**src/rtl/data_receiver.sv**
```systemverilog
// Destination-domain end of a 4-phase req/ack CDC handshake: synchronizes the
// request, captures the (quasi-static) data bus once, and holds ack until req drops.
module data_receiver #(
  parameter int DATA_W      = 4,
  parameter int SYNC_STAGES = 2
) (
  input  logic              i_clk_a,
  input  logic              i_rst_n,
  input  logic              i_data_req,
  input  logic [DATA_W-1:0] i_data,
  input  logic              i_sink_ready,
  output logic              o_data_ack,
  output logic [DATA_W-1:0] o_data,
  output logic              o_data_valid,
  output logic [7:0]        o_xfer_cnt,
  output logic              o_err
);

  typedef enum logic [1:0] {S_IDLE, S_WAIT, S_ACK} state_t;

  state_t                 state;
  logic [SYNC_STAGES-1:0] sync_q;
  logic                   req_s;

  always_ff @(posedge i_clk_a or negedge i_rst_n) begin
    if (!i_rst_n) sync_q <= '0;
    else          sync_q <= {sync_q[SYNC_STAGES-2:0], i_data_req};
  end

  assign req_s = sync_q[SYNC_STAGES-1];

  // i_data is only sampled on a capture edge; req_s high guarantees it has settled.
  always_ff @(posedge i_clk_a or negedge i_rst_n) begin
    if (!i_rst_n) begin
      state        <= S_IDLE;
      o_data_ack   <= 1'b0;
      o_data       <= '0;
      o_data_valid <= 1'b0;
      o_xfer_cnt   <= 8'd0;
      o_err        <= 1'b0;
    end else begin
      o_data_valid <= 1'b0;
      o_err        <= 1'b0;
      case (state)
        S_IDLE: begin
          if (req_s) begin
            if (i_sink_ready) begin
              o_data       <= i_data;
              o_data_valid <= 1'b1;
              o_data_ack   <= 1'b1;
              o_xfer_cnt   <= o_xfer_cnt + 8'd1;
              state        <= S_ACK;
            end else begin
              state <= S_WAIT;
            end
          end
        end
        S_WAIT: begin
          // A withdrawn request wins over a sink that just became ready.
          if (!req_s) begin
            o_err <= 1'b1;
            state <= S_IDLE;
          end else if (i_sink_ready) begin
            o_data       <= i_data;
            o_data_valid <= 1'b1;
            o_data_ack   <= 1'b1;
            o_xfer_cnt   <= o_xfer_cnt + 8'd1;
            state        <= S_ACK;
          end
        end
        S_ACK: begin
          if (!req_s) begin
            o_data_ack <= 1'b0;
            state      <= S_IDLE;
          end
        end
        default: begin
          o_data_ack <= 1'b0;
          state      <= S_IDLE;
        end
      endcase
    end
  end

endmodule
```
**config.mk**
```make
export PLATFORM = sky130hd
export DESIGN_NAME = data_receiver
export DESIGN_NICKNAME = d
export VERILOG_FILES = /design/src/rtl/data_receiver.sv
export SDC_FILE = /design/constraint.sdc
export NUM_CORES = 1
export LEC_CHECK = 0
export BUFFER_PORTS_ARGS = -buffer_cell sky130_fd_sc_hd__clkbuf_2
export CORE_AREA = 2 2 44 46
export DETAILED_ROUTE_END_ITERATION = 8
export DIE_AREA = 0 0 46 48
export HOLD_SLACK_MARGIN = 0.06
export PLACE_DENSITY = 0.69
export SYNTH_ARGS = -nofsm -noshare
export SYNTH_HDL_FRONTEND = slang
export SYNTH_SLANG_ARGS = --single-unit
```
**constraint.sdc**
```tcl
create_clock -name i_clk_a -period 4 [get_ports i_clk_a]
set_clock_uncertainty 0.2 [all_clocks]
set_input_delay 0.8 -clock i_clk_a [delete_from_list [all_inputs] [get_ports i_clk_a]]
set_output_delay 0.8 -clock i_clk_a [all_outputs]
set_load 0.05 [all_outputs]
```
==> results of run 1 <==
flip-flops by register name, summed over array words and instances (netlist names):
| signal | count |
|---|---|
| o_data | 4 |
| o_data_ack | 1 |
| o_data_valid | 1 |
| o_err | 1 |
| o_xfer_cnt | 8 |
| state | 2 |
| sync_q | 2 |
power by group:
group	switching (W)	total (W)	internal (W)
Combinational	0.000161	0.000211	0.0000503
Sequential	0.0000373	0.000265	0.000227
Clock	0.0000550	0.0000938	0.0000388
Total	0.000253	0.000570	0.000317
layout make-up:
| type | count | area [sq um] |
|---|---|---|
| inverters | 2 | 7.507 |
| well taps | 17 | 21.27 |
| repair buffers | 22 | 110.1 |
| fillers | 168 | 785.8 |
| multi-input cells | 42 | 262.8 |
| flip-flops and latches | 19 | 475.5 |
| clock buffers | 4 | 26.28 |
how the worst min path moves through the flow:
stage | start | end | slack, ns | cells past startpoint
6_report | sync_q[0] | sync_q[1] | 0.16 | 0
5_1_grt | sync_q[0] | sync_q[1] | 0.17 | 0
4_1_cts | sync_q[0] | sync_q[1] | 0.17 | 0
3_5_place_dp | sync_q[0] | sync_q[1] | 0.14 | 0
3_3_place_gp | sync_q[0] | sync_q[1] | 0.13 | 0
2_1_floorplan | sync_q[0] | sync_q[1] | 0.13 | 0
cells in the mapped netlist, drive strengths merged, types with 2 or more instances:
| cell | n |
|---|---|
| dfrtp | 19 |
| xnor2 | 2 |
| xor2 | 5 |
| nand2 | 20 |
| nor3 | 2 |
| nand3 | 2 |
| inv | 2 |
| nor3b | 2 |
| nor2 | 2 |
metal layers:
layer	part of all wire, %	wire length [um]	vias up	GRT usage, %
met5	0	0	-	0
met4	1.8	21	0	5.143
met3	5.7	66	2	2.264
met2	42	486	18	17.78
met1	50	579	224	17.11
li1	-	-	254	-
metrics by stage:
step / total power, W / instance area (sq um) / util [%] / hold slack [ns]
after floorplan: 0.0004272 / 757.0 / - / 0.1312
after global placement: 0.0004801 / 877.1 / 51.93 / 0.1327
after detailed placement: 0.0004822 / 877.1 / 51.93 / 0.1356
after CTS: 0.0005774 / 903.4 / 53.48 / 0.1653
after global routing: 0.0006005 / 903.4 / 53.48 / 0.1687
final: 0.0005700 / 903.4 / 53.48 / 0.1601
logic make-up after synthesis:
| group | count (synthesis) | synth area share, % |
|---|---|---|
| buffers and inverters | 3 | 2.480 |
| muxes | 1 | 1.322 |
| xor gates and xnor gates | 7 | 8.099 |
| and+or+nand+nor | 31 | 22.15 |
| adders and majority gates | 1 | 1.653 |
| AOI/OAI and AO/OA | 2 | 1.487 |
| DFF | 19 | 62.81 |
==> flow_metrics.py, run 1 <==
metrics = {
    "route": {
        "vias": 498,
        "drt_pass1_iterations": 3,
        "remaining_drc_errors": 0,
        "drt_wl_total_mm": 1.154,
        "drt-vias-per-instance": 4.698,
        "ant_nets": 0,
        "routedWlPerCell_um": 10.89,
        "drt_iter0_drc": 6,
    },
    "cells_and_area": {
        "final_cell_mix": "22 x clkbuf_2, 20 x nand2_1, 19 x dfrtp_1, 5 x xor2_1, 3 x clkbuf_4",
        "drive_gt1_share_pct": 33.71,
        "area_growth_pct": 19.34,
        "finalNetCount": 99,
        "final_cells": 106,
        "diodes": 0,
        "final_common_cell": "clkbuf_2",
    },
    "timing": {
        "max_slew_margin_pct": 69.84,
        "setup-tns-final_ns": 0,
        "layout_setup_ws_ns": 1.970,
        "fmax_ghz": 0.4926,
        "fin_crit_ns": 2.030,
        "worst-slew-pin-transition_ns": 0.4524,
        "hold_viol": 0,
        "setup_violations": 0,
        "rsz0062_at_grt": "no",
        "fin_crit_sh_pct": 50.76,
        "drv_slew": 0,
    },
    "synth": {
        "ys_seq_area_share_pct": 62.81,
        "syn_nets": 73,
        "syn_inst": 64,
        "synth_area_sq_um": 757.0,
        "synth_area_leader_cell": "dfrtp_1",
        "syn-mean-instance-area_sq_um": 11.83,
        "synthTopCellsByArea": "dfrtp_1 63%, nand2_1 9.9%, xor2_1 5.8%, nand3b_4 2.6%, nor3_2 2.6%",
        "synth-edff-count": 0,
        "synth.distinct_cells": 17,
        "yosys_warnings": 0,
        "async_reset_ff_share_pct": 100.0,
        "ys_ff_latch": 19,
        "synthFlopType": "dfrtp_1",
        "synth.top_cell.area_share_pct": 62.81,
    },
    "clock_network": {
        "cts_made_buffers": 3,
        "cts-htree-levels": 1,
        "clockBufferDepth": 2,
        "hold_buffers": 0,
        "root_buffer": "clkbuf_4",
        "path_clk_slew_ns": 0.10,
        "cts_tree": "built",
        "cts_setup_buffers": 0,
        "post_cts_resized": 0,
        "clkLatencyLatePin_ns": 0.29,
        "cts_num_sinks": 19,
    },
    "place": {
        "gp_congestion": 0.6772,
        "port_buffers": 22,
        "place_inst": 102,
        "pre_cts_ws_ns": 2.078,
        "dpl.hpwl_um": 874.3,
    },
    "flow_run": {
        "maxCapViolCount": 0,
    },
    "hold_path": {
        "holdCritPathClass": "flip-flop to flip-flop",
    },
    "global_routing": {
        "antenna_found_initial": 0,
        "grt_pass1_vias": 424,
        "grt_usage_pct": 11.95,
        "grt_max_degree": 20,
        "grt_pass1_wl_mm": 1.842,
        "overflow": 0,
    },
    "floorplan": {
        "fp.dieW_um": 46,
        "die_y_um": 48,
        "coreArea_sq_mm": 0.001689,
        "io_pins": 23,
        "dieArea_sq_mm": 0.002208,
        "start_util_pct": 44.81,
        "rows": 15,
    },
    "worst_setup_path": {
        "path_cells": "clkbuf_2",
        "crit_end": "o_xfer_cnt[3]",
        "r2r-end": "o_xfer_cnt[7]",
        "startpoint_type": "flip-flop",
        "cp-startpoint": "o_xfer_cnt[3]",
        "cp_slowest_stage_delay_ns": 0.43,
        "critPathKind": "flip-flop to output port",
        "cp_data_arrival_time_ns": 1.03,
        "end_kind": "output port",
        "cp_slowest_cell": "dfrtp_1",
        "r2r-start": "state[1]",
        "cp_num_cells": 1,
        "required_ns": 3.00,
        "crit_fanout": 5,
        "ff2ff_setup_slack_ns": 2.48,
        "worst_r2r_path_depth": 3,
        "path_buf_inv": 1,
        "crit_family": "flip-flops",
    },
    "power": {
        "irDropWorstVdd_v": 0.0004341,
        "p_leak_nw": 0.5009,
        "power_density_mw_per_mm2": 631.0,
    },
    "outcome": {
        "outcome": "finished clean",
    },
}
Note: power is estimated with default switching activity, not from simulation.
==> inputs of run 2 (changes only) <==
CORE_AREA = 2 2 45 47   (was 2 2 44 46)
DIE_AREA = 0 0 47 49   (was 0 0 46 48)
clock period = 1.7 ns   (was 4 ns; I/O delays follow)
==> flow_metrics.py, run 2 (synthesized netlist as in run 1, its figures left out) <==
metrics = {
    "power": {
        "power_density_mw_per_mm2": 1340,
        "irDropWorstVdd_v": 0.001185,
        "p_leak_nw": 0.5597,
    },
    "floorplan": {
        "fp.dieW_um": 47,
        "rows": 16,
        "io_pins": 23,
        "dieArea_sq_mm": 0.002303,
        "die_y_um": 49,
        "start_util_pct": 41.10,
        "coreArea_sq_mm": 0.001842,
    },
    "global_routing": {
        "grt_max_degree": 20,
        "overflow": 0,
        "grt_pass1_wl_mm": 2.380,
        "grt_usage_pct": 14.62,
        "grt_pass1_vias": 527,
        "antenna_found_initial": 0,
    },
    "worst_setup_path": {
        "startpoint_type": "flip-flop",
        "crit_fanout": 5,
        "crit_family": "flip-flops",
        "path_cells": "clkbuf_2",
        "required_ns": 1.16,
        "cp_slowest_cell": "dfrtp_1",
        "cp_slowest_stage_delay_ns": 0.44,
        "end_kind": "output port",
        "path_buf_inv": 1,
        "critPathKind": "flip-flop to output port",
        "cp_data_arrival_time_ns": 1.04,
    },
    "timing": {
        "worst-slew-pin-transition_ns": 0.4637,
        "fin_crit_ns": 1.582,
        "drv_slew": 0,
        "setup_violations": 0,
        "rsz0062_at_grt": "no",
        "fmax_ghz": 0.6323,
        "setup-tns-final_ns": 0,
        "hold_viol": 0,
        "max_slew_margin_pct": 69.09,
        "fin_crit_sh_pct": 93.04,
    },
    "place": {
        "dpl.hpwl_um": 882.9,
        "gp_congestion": 0.7540,
        "port_buffers": 22,
    },
    "route": {
        "ant_nets": 0,
        "routedWlPerCell_um": 10.67,
        "vias": 537,
        "drt_pass1_iterations": 2,
        "drt_wl_total_mm": 1.344,
        "drt-vias-per-instance": 4.262,
        "remaining_drc_errors": 0,
        "drt_iter0_drc": 9,
    },
    "cells_and_area": {
        "top_register": "o_xfer_cnt",
        "area_growth_pct": 34.55,
        "drive_gt1_share_pct": 34.34,
        "top_regs": "o_xfer_cnt x8, o_data x4",
        "final_cell_mix": "22 x clkbuf_2, 20 x nand2_1, 19 x dfrtp_1, 7 x dlygate4sd3_1, 5 x xor2_1",
        "finalNetCount": 109,
        "final_common_cell": "clkbuf_2",
        "largest_register_ffs": 8,
        "fin_util_pct": 55.30,
        "diodes": 0,
    },
    "clock_network": {
        "path_clk_slew_ns": 0.11,
        "cts_tree": "built",
        "clockBufferDepth": 2,
        "cts_num_sinks": 19,
        "clkLatencyLatePin_ns": 0.30,
        "cts-htree-levels": 1,
        "root_buffer": "clkbuf_4",
        "cts_made_buffers": 3,
    },
    "flow_run": {
        "maxCapViolCount": 0,
    },
    "outcome": {
        "outcome": "finished clean",
    },
    "hold_path": {
        "holdCritPathClass": "flip-flop to flip-flop",
    },
}
## run 2: cell count changes in the layout (fill, tap and decap cells not counted)
cell,before,now
dlygate4sd3_1,0,7
clkinv_2,0,1
nor4_4,0,1
clkbuf_1,1,0
buf_4,0,3
nor4_2,1,0
## run 2: what timing repair did
| action | 4_1_cts | 5_1_grt |
|---|---|---|
| gates resized for setup | 0 | 1 |
| endpoints found under the setup margin | 0 | 1 |
| buffers inserted | 0 | 2 |
| hold buffers | 7 | 0 |
| endpoints found under the hold margin | 25 | 0 |
## run 2: area by class of cell
class	instances	area (sq um)
Clock buffer	3	22.52
Clock inverter	1	5.005
Fill cell	185	823.3
Inverter	2	7.507
Multi-Input combinational cell	42	271.5
Sequential cell	19	475.5
Tap cell	27	33.78
Timing Repair Buffer	32	202.7
## run 2: stage by stage
| stage | cells | cell area (sq um) | hold WS, ns | setup slack (ns) | total power, W |
|---|---|---|---|---|---|
| after global placement | 113 | 897.1 | 0.1100 | 0.2879 | 0.001130 |
| after global routing | 126 | 1018 | 0.1955 | 0.07851 | 0.001447 |
| after floorplan | 64 | 757.0 | -0.1556 | 0.08855 | 0.001005 |
| final | 126 | 1018 | 0.1635 | 0.1184 | 0.001365 |
| after CTS | 124 | 994.7 | 0.1630 | 0.03594 | 0.001378 |
| after detailed placement | 113 | 897.1 | 0.1161 | 0.2266 | 0.001134 |
## run 2: report_power, final
group	switching, W	internal [W]	leakage (nW)
registers	0.0000875	0.000535	0.241
logic	0.000383	0.000133	0.301
clock network	0.000139	0.0000877	0.0177
total	0.000609	0.000756	0.560
## run 2: path summary, 6_finish.rpt
kind	to	slack (ns)	startpoint	cells past startpoint
max	o_xfer_cnt[3]	0.12	o_xfer_cnt[3]	1
min	sync_q[1]	0.16	sync_q[0]	0
max reg2reg	o_xfer_cnt[5]	0.36	state[1]	3
min reg2reg	sync_q[1]	0.16	sync_q[0]	0
max in group asynchronous	o_xfer_cnt[3]	0.66	i_rst_n	2
min in group asynchronous	o_data_ack	0.32	i_rst_n	2
## run 2: per-layer routing
metal | vias up | share of wire (%) | wire length [um] | GRT usage [%]
li1 | 279 | - | - | -
met1 | 241 | 45 | 611 | 17.60
met2 | 13 | 47 | 630 | 23.06
met3 | 4 | 3.7 | 50 | 2.222
met4 | 0 | 3.9 | 52 | 9.722
met5 | - | 0 | 0 | 0
